**src/rtl/asip16_pkg.sv**
```systemverilog
// ---------------------------------------------------------------------------
// asip16_pkg
//   Shared definitions for the ASIP16 sequential ALU.
//   - ALU opcode encodings (ALU_ADD .. ALU_MOD); 4'hC..4'hF are illegal.
//   - One-hot FSM state encodings for seq_alu.
//   - Bit positions of Z/N/C/V inside the 4-bit flags bus.
//   - Operating mode of the iterative multiply/divide core.
// ---------------------------------------------------------------------------
package asip16_pkg;

  localparam logic [3:0] ALU_ADD = 4'h0;
  localparam logic [3:0] ALU_SUB = 4'h1;
  localparam logic [3:0] ALU_AND = 4'h2;
  localparam logic [3:0] ALU_OR  = 4'h3;
  localparam logic [3:0] ALU_XOR = 4'h4;
  localparam logic [3:0] ALU_NOT = 4'h5;
  localparam logic [3:0] ALU_SHL = 4'h6;
  localparam logic [3:0] ALU_SHR = 4'h7;
  localparam logic [3:0] ALU_ASR = 4'h8;
  localparam logic [3:0] ALU_MUL = 4'h9;
  localparam logic [3:0] ALU_DIV = 4'hA;
  localparam logic [3:0] ALU_MOD = 4'hB;

  typedef enum logic [2:0] {
    ST_IDLE = 3'b001,
    ST_EXEC = 3'b010,
    ST_DONE = 3'b100
  } alu_state_e;

  // flags = {Z, N, C, V}
  localparam int FLG_Z = 3;
  localparam int FLG_N = 2;
  localparam int FLG_C = 1;
  localparam int FLG_V = 0;

  typedef enum logic [1:0] {
    MD_MUL = 2'd0,
    MD_DIV = 2'd1,
    MD_MOD = 2'd2
  } md_mode_e;

endpackage

```
**src/rtl/seq_alu_muldiv_core.sv**
```systemverilog
// ---------------------------------------------------------------------------
// seq_alu_muldiv_core
//   Shared iterator for unsigned shift-add multiply and restoring divide.
//   One iteration per cycle while step=1; W iterations per operation.
//   Ports:
//     clk, rst    clock and synchronous active-high reset
//     load        capture a, b and mode, clear accumulator/remainder/counter
//     step        perform one iteration
//     mode        MD_MUL (low W bits of a*b), MD_DIV (quotient), MD_MOD (remainder)
//     a, b        operands (multiplicand/multiplier or dividend/divisor)
//     done        high in the cycle whose step is the final iteration
//     result      value the selected result register takes after this step
// ---------------------------------------------------------------------------
module seq_alu_muldiv_core
  import asip16_pkg::*;
#(
  parameter int W = 16
) (
  input  logic         clk,
  input  logic         rst,
  input  logic         load,
  input  logic         step,
  input  md_mode_e     mode,
  input  logic [W-1:0] a,
  input  logic [W-1:0] b,
  output logic         done,
  output logic [W-1:0] result
);

  localparam int CW = $clog2(W) + 1;

  logic [W-1:0]  acc_q, acc_d;   // product accumulator
  logic [W-1:0]  rem_q, rem_d;   // partial remainder
  logic [W-1:0]  opa_q, opa_d;   // multiplicand, or dividend shifting out / quotient shifting in
  logic [W-1:0]  opb_q, opb_d;   // multiplier, or divisor
  logic [CW-1:0] cnt_q, cnt_d;
  md_mode_e      mode_q, mode_d;

  logic [W:0] rem_sh;
  logic [W:0] trial;

  always_comb begin
    acc_d  = acc_q;
    rem_d  = rem_q;
    opa_d  = opa_q;
    opb_d  = opb_q;
    cnt_d  = cnt_q;
    mode_d = mode_q;
    // Bring the next dividend bit into the remainder and try subtracting.
    // Since rem < divisor, the difference fits in W bits when no borrow.
    rem_sh = {rem_q, opa_q[W-1]};
    trial  = rem_sh - {1'b0, opb_q};
    if (load) begin
      acc_d  = '0;
      rem_d  = '0;
      opa_d  = a;
      opb_d  = b;
      cnt_d  = '0;
      mode_d = mode;
    end else if (step) begin
      cnt_d = cnt_q + CW'(1);
      if (mode_q == MD_MUL) begin
        if (opb_q[0]) begin
          acc_d = acc_q + opa_q;
        end
        opa_d = opa_q << 1;
        opb_d = opb_q >> 1;
      end else begin
        if (!trial[W]) begin
          rem_d = trial[W-1:0];
          opa_d = {opa_q[W-2:0], 1'b1};
        end else begin
          rem_d = rem_sh[W-1:0];
          opa_d = {opa_q[W-2:0], 1'b0};
        end
      end
    end
  end

  assign done = step && (cnt_q == CW'(W - 1));

  always_comb begin
    case (mode_q)
      MD_MUL:  result = acc_d;
      MD_DIV:  result = opa_d;
      default: result = rem_d;
    endcase
  end

  always_ff @(posedge clk) begin
    if (rst) begin
      acc_q  <= '0;
      rem_q  <= '0;
      opa_q  <= '0;
      opb_q  <= '0;
      cnt_q  <= '0;
      mode_q <= MD_MUL;
    end else begin
      acc_q  <= acc_d;
      rem_q  <= rem_d;
      opa_q  <= opa_d;
      opb_q  <= opb_d;
      cnt_q  <= cnt_d;
      mode_q <= mode_d;
    end
  end

endmodule

```
**src/rtl/seq_alu.sv**
```systemverilog
// ---------------------------------------------------------------------------
// seq_alu
//   Multi-cycle 16-bit ALU for the ASIP16 datapath. The control unit issues a
//   one-cycle start; the block answers with a one-cycle ack.
//   Handshake: start is accepted only when the FSM is in IDLE (busy=0); a
//   start while busy is dropped. Operands/opcode are captured on the accepting
//   edge. ack is high exactly one cycle; result is valid from that cycle until
//   the next accepted start; flags change only on entry to the ack cycle.
//   Ports:
//     clk, rst_b   clock and synchronous active-high reset
//     start        launch pulse
//     alu_op       opcode (asip16_pkg ALU_*)
//     a, b         operands
//     result       registered result
//     flags        {Z,N,C,V}
//     ack          completion pulse
//     busy         high from the cycle after an accepted start through ack
//     err          illegal opcode or divide-by-zero, shown with ack
//   Configuration macro: SEQ_ALU_MULDIV_EN enables MUL/DIV/MOD (opcodes 9/A/B)
//   through seq_alu_muldiv_core; without it those opcodes are illegal.
// ---------------------------------------------------------------------------
module seq_alu
  import asip16_pkg::*;
#(
  parameter int W = 16
) (
  input  logic         clk,
  input  logic         rst_b,
  input  logic         start,
  input  logic [3:0]   alu_op,
  input  logic [W-1:0] a,
  input  logic [W-1:0] b,
  output logic [W-1:0] result,
  output logic [3:0]   flags,
  output logic         ack,
  output logic         busy,
  output logic         err
);

  alu_state_e   state_q, state_d;
  logic [W-1:0] result_q, result_d;
  logic [3:0]   flags_q, flags_d;
  logic         ack_q, ack_d;
  logic         busy_q, busy_d;
  logic         err_q, err_d;

  // Single-cycle datapath, evaluated directly on the inputs in the accept cycle.
  logic [3:0]   sh;
  logic [W:0]   add_w, sub_w, shl_w, shr_w, asr_w;
  logic [W-1:0] sc_res;
  logic         sc_c, sc_v, sc_err;
  logic         is_iter;

  assign sh    = b[3:0];
  assign add_w = {1'b0, a} + {1'b0, b};
  assign sub_w = {1'b0, a} - {1'b0, b};
  // Shifts carry one extra bit so the last bit shifted out lands in it.
  assign shl_w = {1'b0, a} << sh;
  assign shr_w = {a, 1'b0} >> sh;
  assign asr_w = $unsigned($signed({a, 1'b0}) >>> sh);

  always_comb begin
    sc_res = '0;
    sc_c   = 1'b0;
    sc_v   = 1'b0;
    sc_err = 1'b0;
    case (alu_op)
      ALU_ADD: begin
        sc_res = add_w[W-1:0];
        sc_c   = add_w[W];
        sc_v   = (a[W-1] == b[W-1]) && (add_w[W-1] != a[W-1]);
      end
      ALU_SUB: begin
        sc_res = sub_w[W-1:0];
        sc_c   = ~sub_w[W];
        sc_v   = (a[W-1] != b[W-1]) && (sub_w[W-1] != a[W-1]);
      end
      ALU_AND: sc_res = a & b;
      ALU_OR:  sc_res = a | b;
      ALU_XOR: sc_res = a ^ b;
      ALU_NOT: sc_res = ~a;
      ALU_SHL: begin
        sc_res = shl_w[W-1:0];
        sc_c   = shl_w[W];
      end
      ALU_SHR: begin
        sc_res = shr_w[W:1];
        sc_c   = shr_w[0];
      end
      ALU_ASR: begin
        sc_res = asr_w[W:1];
        sc_c   = asr_w[0];
      end
`ifdef SEQ_ALU_MULDIV_EN
      // Only reached for a zero divisor; non-zero divisors iterate.
      ALU_DIV: begin
        sc_res = '1;
        sc_err = 1'b1;
      end
      ALU_MOD: begin
        sc_res = a;
        sc_err = 1'b1;
      end
`endif
      default: begin
        sc_res = '0;
        sc_err = 1'b1;
      end
    endcase
  end

`ifdef SEQ_ALU_MULDIV_EN
  logic         core_load, core_step, core_done;
  logic [W-1:0] core_result;
  md_mode_e     core_mode;

  assign is_iter = (alu_op == ALU_MUL) ||
                   (((alu_op == ALU_DIV) || (alu_op == ALU_MOD)) && (b != '0));

  always_comb begin
    case (alu_op)
      ALU_DIV: core_mode = MD_DIV;
      ALU_MOD: core_mode = MD_MOD;
      default: core_mode = MD_MUL;
    endcase
  end

  assign core_load = (state_q == ST_IDLE) && start && is_iter;
  assign core_step = (state_q == ST_EXEC);

  seq_alu_muldiv_core #(.W(W)) u_core (
    .clk    (clk),
    .rst    (rst_b),
    .load   (core_load),
    .step   (core_step),
    .mode   (core_mode),
    .a      (a),
    .b      (b),
    .done   (core_done),
    .result (core_result)
  );
`else
  assign is_iter = 1'b0;
`endif

  always_comb begin
    state_d  = state_q;
    result_d = result_q;
    flags_d  = flags_q;
    ack_d    = 1'b0;
    busy_d   = busy_q;
    err_d    = err_q;
    case (state_q)
      ST_IDLE: begin
        busy_d = 1'b0;
        if (start) begin
          busy_d = 1'b1;
          err_d  = 1'b0;
          if (is_iter) begin
            state_d = ST_EXEC;
          end else begin
            state_d        = ST_DONE;
            ack_d          = 1'b1;
            result_d       = sc_res;
            err_d          = sc_err;
            flags_d[FLG_Z] = (sc_res == '0);
            flags_d[FLG_N] = sc_res[W-1];
            flags_d[FLG_C] = sc_c;
            flags_d[FLG_V] = sc_v;
          end
        end
      end
`ifdef SEQ_ALU_MULDIV_EN
      ST_EXEC: begin
        busy_d = 1'b1;
        if (core_done) begin
          state_d        = ST_DONE;
          ack_d          = 1'b1;
          result_d       = core_result;
          flags_d[FLG_Z] = (core_result == '0);
          flags_d[FLG_N] = core_result[W-1];
          flags_d[FLG_C] = 1'b0;
          flags_d[FLG_V] = 1'b0;
        end
      end
`endif
      ST_DONE: begin
        state_d = ST_IDLE;
        busy_d  = 1'b0;
      end
      default: begin
        state_d = ST_IDLE;
        busy_d  = 1'b0;
      end
    endcase
  end

  always_ff @(posedge clk) begin
    if (rst_b) begin
      state_q  <= ST_IDLE;
      result_q <= '0;
      flags_q  <= '0;
      ack_q    <= 1'b0;
      busy_q   <= 1'b0;
      err_q    <= 1'b0;
    end else begin
      state_q  <= state_d;
      result_q <= result_d;
      flags_q  <= flags_d;
      ack_q    <= ack_d;
      busy_q   <= busy_d;
      err_q    <= err_d;
    end
  end

  assign result = result_q;
  assign flags  = flags_q;
  assign ack    = ack_q;
  assign busy   = busy_q;
  assign err    = err_q;

endmodule

```
**config.mk**
```make
export PLATFORM = sky130hd
export DESIGN_NAME = seq_alu
export DESIGN_NICKNAME = d
export VERILOG_FILES = /design/src/rtl/asip16_pkg.sv /design/src/rtl/seq_alu_muldiv_core.sv /design/src/rtl/seq_alu.sv
export SDC_FILE = /design/constraint.sdc
export NUM_CORES = 1
export LEC_CHECK = 0
export CAP_MARGIN = 20
export CORE_AREA = 5 5 118 120
export CTS_CLUSTER_SIZE = 14
export DETAILED_ROUTE_END_ITERATION = 16
export DIE_AREA = 0 0 123 125
export SLEW_MARGIN = 20
export SYNTH_ARGS = -nofsm -noshare
export SYNTH_HDL_FRONTEND = slang
export SYNTH_SLANG_ARGS = --single-unit
```
**constraint.sdc**
```tcl
create_clock -name clk -period 5.1 [get_ports clk]
set_input_delay 0.765 -clock clk [delete_from_list [all_inputs] [get_ports clk]]
set_output_delay 0.765 -clock clk [all_outputs]
set_load 0.02 [all_outputs]
```
==> results.yml, run 1 <==
outcome:
  status: "complete, no violations"
placed_design:
  dpl-instance-area_mm2: 0.00608
  hpwl_um: 15800
  pre_cts_ws_ps: 547
  port_buffers: 61
  routabilityCongestion: 0.990
worst_setup_path:
  crit_required_ps: 5210
  cp-start-kind: "input port"
  worst-path-max-fanout: 11
  crit_arrival_ps: 4450
  endpoint_kind: "flip-flop"
  crit_type: "input port to flip-flop"
power_and_ir_drop:
  pwr-share-comb_pct: 61.3
  fin_total_pwr_uw: 954
  internal_power_uw: 539
  pwr-share-seq_pct: 21.3
  swShare_pct: 43.5
  p_sw_uw: 415
  p_clk_share_pct: 17.4
  power_density_mw_per_mm2: 155
  leakage_nw: 2.42
  irDropWorstVdd_mv: 0.119
die:
  die_x_um: 123
  die_area_mm2: 0.0154
  die_h_um: 125
  core_mm2: 0.0129
  pin_count: 62
  initial_utilization_pct: 41.8
  row_count: 42
clock_tree:
  clk_latency_ps: 250
  cts_resized: 0
  cts.sinks: 23
  numCtsBuffers: 3
  postCtsSetupRepairBufs: 0
  root_buffer: "clkbuf_16"
  htreeDepth: 1
  cts_buffer_depth: 2
  cts_tree: "done"
  holdBufCountCts: 0
  path_clk_slew_ps: 60
sta:
  hold_viol_final: 0
  rsz0062_at_grt: "no"
  max_freq_mhz: 230
  slew_headroom_pct: 35.8
  whs_ps: 452
  setup_ws_ps: 761
  worst_slew_pin_slew_ps: 951
  period_share_pct: 85.1
  slew_viol_final: 0
  timing.clock.skew_ps: 2.82
  setup_viol: 0
  finalSetupTns_ps: 0
  min_period_ps: 4340
worst_hold_path:
  hp-class: "flip-flop to flip-flop"
global_route:
  antenna_found_initial: 0
  grt_pass1_vias: 5597
  grt_max_degree: 44
  track_usage_pct: 25.7
  gr-total-overflow: 0
  grt_pass1_wl_um: 32000
cells_and_area:
  fillerInstances: 1321
  diodes: 0
  finish.net_count: 827
  area_growth_pct: 14.4
  postLayoutCellArea_mm2: 0.00616
  drive_gt1_share_pct: 10.6
drt:
  first_pass_iters: 6
  routed_wirelength_um: 20200
  drc_errors: 0
  vias: 6001
  drtAntennaViolNets: 0
  drtIter0Drc: 584
  wire_per_inst_um: 22.2
  drt-vias-per-instance: 6.58
yosys:
  synth_seq_cells: 23
  netlist_area_mm2: 0.00538
  async_reset_ff_share_pct: 0
  synth-main-ff-cell: "dfxtp_1"
  synth_area_leaders: "ha_1, dfxtp_1, mux4_2, nor2_1, mux2i_1"
  yosys_warnings: 0
  ys_seq_area_share_pct: 8.56
  syn_inst: 707
  synth_area_per_cell_um2: 7.61
  synth_top_area_share_pct: 11.4
  yosysTopAreaCell: "ha_1"
  synth_edf_count: 0
  yosys.cell_types.count: 90
  synth_nets: 797
run:
  cap_violations: 0
[registers in the layout, indices dropped and copies added, names as in the netlist]
name / cells
result: 15
state_q: 2
busy: 1
err: 1
flags: 4
[layer usage]
metal  track usage (%)  vias to the layer above  routed length (um)
li1                  -                     2758                   -
met1              37.2                     2869                8800
met2              39.7                      319                9030
met3              3.07                       55                1650
met4              7.82                        0                 748
met5                 0                        -                   0
[final cells by class]
class                      instances  area, um^2  area share [%]
multi-input combinational        571        4390            71.3
timing repair buffer              88         821            13.3
sequential                        23         460            7.48
tap                              176         220            3.58
inverter                          50         188            3.05
clock buffer                       4        78.8            1.28
[cell families (layout without fill, tap and decap cells)]
family / count (synthesis) / in the layout / synth area share [%]
compound gates: 219 / 219 / 30.0
xor+xnor: 3 / 3 / 0.488
fa+ha+maj: 51 / 51 / 12.1
buf+inv: 113 / 142 / 10.0
flops: 23 / 23 / 8.56
mux: 53 / 53 / 15.0
simple gates: 245 / 245 / 23.8
[critical path, stage by stage]
cell             delay [ps]
clkdlybuf4s50_1         740
inv_1                   170
ha_1                    390
a211oi_1                340
nor3_1                  160
o31ai_1                 380
o21ai_1                 180
o41ai_1                 490
nor3_1                  110
or4b_1                  540
nor2_1                  110
nor3_1                   60
[Yosys cell counts (6+ instances only)]
library cell / n
a21oi_1: 36
ha_1: 49
o211ai_1: 11
buf_2: 18
dfxtp_1: 23
a22oi_1: 6
buf_4: 10
a221o_1: 7
nor2_1: 77
mux2i_1: 23
o21ai_1: 6
o21ai_0: 33
clkbuf_1: 29
nor3_1: 40
or3_1: 6
a221oi_1: 12
inv_1: 50
o22ai_1: 6
nand2b_1: 11
o221ai_1: 8
a211oi_1: 19
nor2b_1: 11
nand3_1: 16
o311ai_0: 6
nand2_1: 37
mux2_2: 9
mux4_2: 17
[cells in the final DEF, fill, tap and decap left out, types with 17 or more instances in the layout]
master           count
a211oi_1            19
a21oi_1             36
buf_4               26
clkdlybuf4s50_1     60
dfxtp_1             23
ha_1                49
inv_1               50
mux2i_1             23
mux4_2              17
nand2_1             37
nor2_1              77
nor3_1              40
o21ai_0             33
[worst paths after layout]
kind         depth (start not counted)  slack, ps       end        from
max                                 12        760  flags[2]        a[1]
min                                  2        450       err         err
max reg2reg                          9       2870  flags[3]  state_q[0]
min reg2reg                          2        450       err         err
[power groups by stage]
stage | Sequential (mW) | Clock (mW) | Combinational (mW)
3_5_place_dp | 0.207 | 0 | 0.573
4_1_cts | 0.204 | 0.169 | 0.575
3_3_place_gp | 0.207 | 0 | 0.569
2_1_floorplan | 0.223 | 0 | 0.368
5_1_grt | 0.206 | 0.178 | 0.628
6_report | 0.203 | 0.166 | 0.585
[through the flow]
step / cells / util, %
final: 912 / 47.8
after global routing: 912 / 47.8
after CTS: 912 / 47.8
after detailed placement: 908 / 47.2
after global placement: 908 / 47.2
after floorplan: 707 / -
Power figures use the tool's default switching activity.
==> run 2: changes to the inputs <==
Settings changed: CORE_AREA 5 5 118 120 to 5 5 140 102, DIE_AREA 0 0 123 125 to 0 0 145 107.
==> results.yml, run 2 (same netlist as run 1, synthesis figures left out) <==
outcome:
  status: "complete, no violations"
sta:
  period_share_pct: 84.5
  slew_viol_final: 0
  worst_slew_pin_slew_ps: 916
  max_freq_mhz: 232
  finalSetupTns_ps: 0
  whs_ps: 459
  hold_viol_final: 0
  slew_headroom_pct: 38.1
  timing.clock.skew_ps: 4.11
  rsz0062_at_grt: "no"
  setup_viol: 0
  min_period_ps: 4310
global_route:
  grt_pass1_vias: 5655
  use_met2_pct: 37.1
  top_usage_layer: "met1"
  grt_max_degree: 45
  track_usage_pct: 26.1
  grt_use_met1_pct: 37.7
  gr-total-overflow: 0
  antenna_found_initial: 0
  use_met3_pct: 9.29
  grt_pass1_wl_um: 32900
clock_tree:
  clk_latency_ps: 260
  path_clk_slew_ps: 60
  holdBufCountCts: 0
  htreeDepth: 1
  cts_tree: "done"
  cts_resized: 0
  numCtsBuffers: 3
  root_buffer: "clkbuf_16"
  postCtsSetupRepairBufs: 0
  cts.sinks: 23
  cts_buffer_depth: 2
die:
  die_x_um: 145
  row_count: 35
  pin_count: 62
  die_area_mm2: 0.0155
  initial_utilization_pct: 41.9
  core_mm2: 0.0128
  die_h_um: 107
worst_setup_path:
  crit_type: "input port to flip-flop"
  timing.rr.end: "flags[3]"
  crit_chain: "clkdlybuf4s50_1 > inv_1 > ha_1 > or2_1 > a221oi_2 > o41ai_2 > o221ai_1 > o41ai_1 > nor3_1 > or4b_1 > nor2_1 > nor3_1"
  endpoint_kind: "flip-flop"
  r2r_cells: 9
  cp_slowest_cell: "clkdlybuf4s50_1"
  crit_required_ps: 5210
  cp_slowest_stage_delay_ps: 750
  cp-start-kind: "input port"
  worst-path-max-fanout: 11
  crit_arrival_ps: 4420
  r2r-start: "state_q[0]"
  ff2ff_setup_slack_ps: 2860
  cpMostUsedCell: "nor3_1"
drt:
  vias: 6107
  wire_per_inst_um: 23.1
  drc_errors: 0
  drtAntennaViolNets: 0
  drt-vias-per-instance: 6.73
  routed_wirelength_um: 21000
  first_pass_iters: 5
  drtIter0Drc: 960
placed_design:
  hpwl_um: 16300
  routabilityCongestion: 1.04
  place_inst: 904
  port_buffers: 61
cells_and_area:
  final_util_pct: 48.1
  final_common_cell: "nor2_1"
  largest_reg_flops: 15
  fillerInstances: 1255
  fin_cells: 908
  multi_input_area_mm2: 0.00439
  final_cell_mix: "nor2_1, clkdlybuf4s50_1, inv_1"
  finish.net_count: 833
  area_growth_pct: 14.8
  diodes: 0
  seqCellArea_um2: 460
  drive_gt1_share_pct: 11.5
worst_hold_path:
  hold_path.startpoint: "result[1]"
  hold_end: "result[1]"
  hp-class: "flip-flop to flip-flop"
  whs_path_depth: 2
power_and_ir_drop:
  irDropWorstVdd_mv: 0.127
  power_density_mw_per_mm2: 156
  leakage_nw: 2.44
run:
  cap_violations: 0
run 2: worst max-delay path, delay by kind of cell:
family                   cells  cell delay, ps
AO/OA/AOI/OAI                4            1360
buffers and inverters        2             910
adder cells (fa/ha/maj)      1             380
AND/OR/NAND/NOR              5            1010
run 2: how the worst max path moves through the flow:
stage / startpoint / end / cells after the start
final: a[1] / flags[2] / 12
after detailed placement: a[1] / flags[2] / 12
after floorplan: b[1] / flags[2] / 14
after global placement: a[0] / flags[3] / 15
after CTS: a[0] / flags[3] / 15
after global routing: a[1] / flags[0] / 11
run 2: final cells by class:
cell class	count	area share (%)
clock buffers	3	1.22
clock inverters	1	0.0810
inverters	50	3.04
multi-input cells	571	71.0
flip-flops and latches	23	7.45
well taps	166	3.36
repair buffers	94	13.8
run 2: per-stage QoR:
step                setup WS, ps  cell area [um^2]  power (mW)
global route                 500              6180        1.02
floorplan                   1300              5380       0.591
CTS                          857              6180       0.955
global placement             659              6100       0.779
finish                       791              6180       0.966
detailed placement           599              6100       0.779
run 2: power by group:
group | switching (mW) | leakage [nW] | internal, mW
logic | 0.353 | 2.21 | 0.238
registers | 0.00843 | 0.190 | 0.195
clock network | 0.0660 | 0.0409 | 0.106
run 2: per-layer routing:
metal	wire [um]	vias to the layer above
met2	8510	434
met1	8890	2862
met4	515	0
met3	3110	47
li1	-	2764
met5	0	-
==> run 3: changes to the inputs <==
Clock period 5.1 ns to 4.2 ns, I/O delays scaled along.
==> results.yml, run 3 (same netlist as run 1, synthesis figures left out) <==
clock_tree:
  htreeDepth: 1
  clk_latency_ps: 270
  cts_resized: 0
  postCtsSetupRepairBufs: 0
  path_clk_slew_ps: 70
  root_buffer: "clkbuf_16"
  numCtsBuffers: 3
  holdBufCountCts: 0
  cts_tree: "done"
  cts.sinks: 23
  cts_buffer_depth: 2
drt:
  vias: 6295
  drtAntennaViolNets: 0
  routed_wirelength_um: 22300
  wl_met2_um: 9470
  wirelength_met1_um: 9940
  first_pass_iters: 5
  wl_met3_um: 2500
  drc_errors: 0
  top_layer: "met5"
  wire_per_inst_um: 23.7
  drtIter0Drc: 866
  drt-vias-per-instance: 6.70
worst_setup_path:
  crit_type: "input port to flip-flop"
  crit_buf_inv: 3
  cp_slowest_cell: "clkdlybuf4s50_1"
  cp_slowest_stage_delay_ps: 570
  crit_required_ps: 4370
  path_delay_family: "compound AO/OA/AOI/OAI gates"
  path_depth: 14
  r2r_cells: 9
  crit_arrival_ps: 4170
  endpoint_kind: "flip-flop"
  cp-start-kind: "input port"
  crit_chain: "clkdlybuf4s50_1 > inv_1 > ha_1 > inv_1 > fa_1 > nor2b_1 > o21ai_1 > a2111o_1 > a2111o_1 > and2_4 > o31a_1 > nor2_1 > o21ai_1 > a311oi_1"
  worst-path-max-fanout: 6
sta:
  timing.clock.skew_ps: 4.98
  setup_viol: 0
  finalSetupTns_ps: 0
  hold_viol_final: 0
  period_share_pct: 95.3
  rsz0062_at_grt: "no"
  slew_headroom_pct: 43.8
  max_freq_mhz: 250
  worst_slew_pin_slew_ps: 836
  slew_viol_final: 0
  min_period_ps: 4000
power_and_ir_drop:
  pwr-share-comb_pct: 62.1
  power_density_mw_per_mm2: 190
  p_sw_uw: 542
  p_clk_share_pct: 17.8
  leakage_nw: 2.61
  swShare_pct: 44.3
  pwr-share-seq_pct: 20.1
  internal_power_uw: 682
  irDropWorstVdd_mv: 0.162
run:
  cap_violations: 0
global_route:
  gr-total-overflow: 0
  grt_max_degree: 44
  grt_pass1_vias: 5919
  grt_pass1_wl_um: 34400
  track_usage_pct: 27.5
  antenna_found_initial: 2
die:
  die_area_mm2: 0.0155
  row_count: 35
  initial_utilization_pct: 41.9
  die_h_um: 107
  die_x_um: 145
  core_mm2: 0.0128
  pin_count: 62
placed_design:
  hpwl_um: 17400
  port_buffers: 61
  routabilityCongestion: 0.986
  dpl-instance-area_mm2: 0.00634
cells_and_area:
  final_util_pct: 50.2
  final_common_cell: "nor2_1"
  largest_reg_flops: 15
  final_cell_mix: "nor2_1, buf_4, clkdlybuf4s50_1"
  area_growth_pct: 19.7
  finish.net_count: 864
  drive_gt1_share_pct: 15.3
  multi_input_area_mm2: 0.00441
  fillerInstances: 1254
  diodes: 0
  seqCellArea_um2: 460
  postLayoutCellArea_mm2: 0.00644
worst_hold_path:
  hp-class: "flip-flop to flip-flop"
  whs_path_depth: 2
outcome:
  status: "complete, no violations"
run 3: metal layers:
layer	vias to the layer above	GRT usage (%)
met4	4	4.70
met5	-	0
li1	2829	-
met1	3008	41.2
met2	413	40.8
met3	41	5.79
run 3: power groups by stage:
stage          logic (mW)  clock network (mW)  registers (mW)
6_report            0.759               0.218           0.246
3_3_place_gp        0.729                   0           0.250
3_5_place_dp        0.732                   0           0.251
4_1_cts             0.737               0.223           0.246
5_1_grt             0.810               0.235           0.248
2_1_floorplan       0.447                   0           0.271
run 3: path summary, 6_finish.rpt:
path | slack [ps] | to | start
setup / recovery | 200 | flags[1] | a[0]
setup reg to reg | 1770 | flags[3] | state_q[0]
hold / removal | 450 | flags[0] | flags[0]
hold reg to reg | 450 | flags[0] | flags[0]
run 3: final cells by class:
cell class	instances	share of cell area [%]
multi-input combinational	571	68.4
clock buffer	3	1.17
sequential	23	7.15
inverter	50	2.91
clock inverter	1	0.0777
tap	166	3.22
timing repair buffer	125	17.1
run 3: worst min-delay path, cell delays in order, from the launching register on:
cell	delay, ps
dfxtp_1	310
nand2_1	50
a21oi_1	50
run 3: stage by stage:
stage          worst slack [ps]  hold WS [ps]  cells  total power, mW
2_1_floorplan               534           528    707            0.717
3_3_place_gp              -69.8           445    935            0.979
3_5_place_dp               -129           446    935            0.984
4_1_cts                     138           455    939             1.21
5_1_grt                    18.9           483    939             1.29
6_report                    199           453    939             1.22
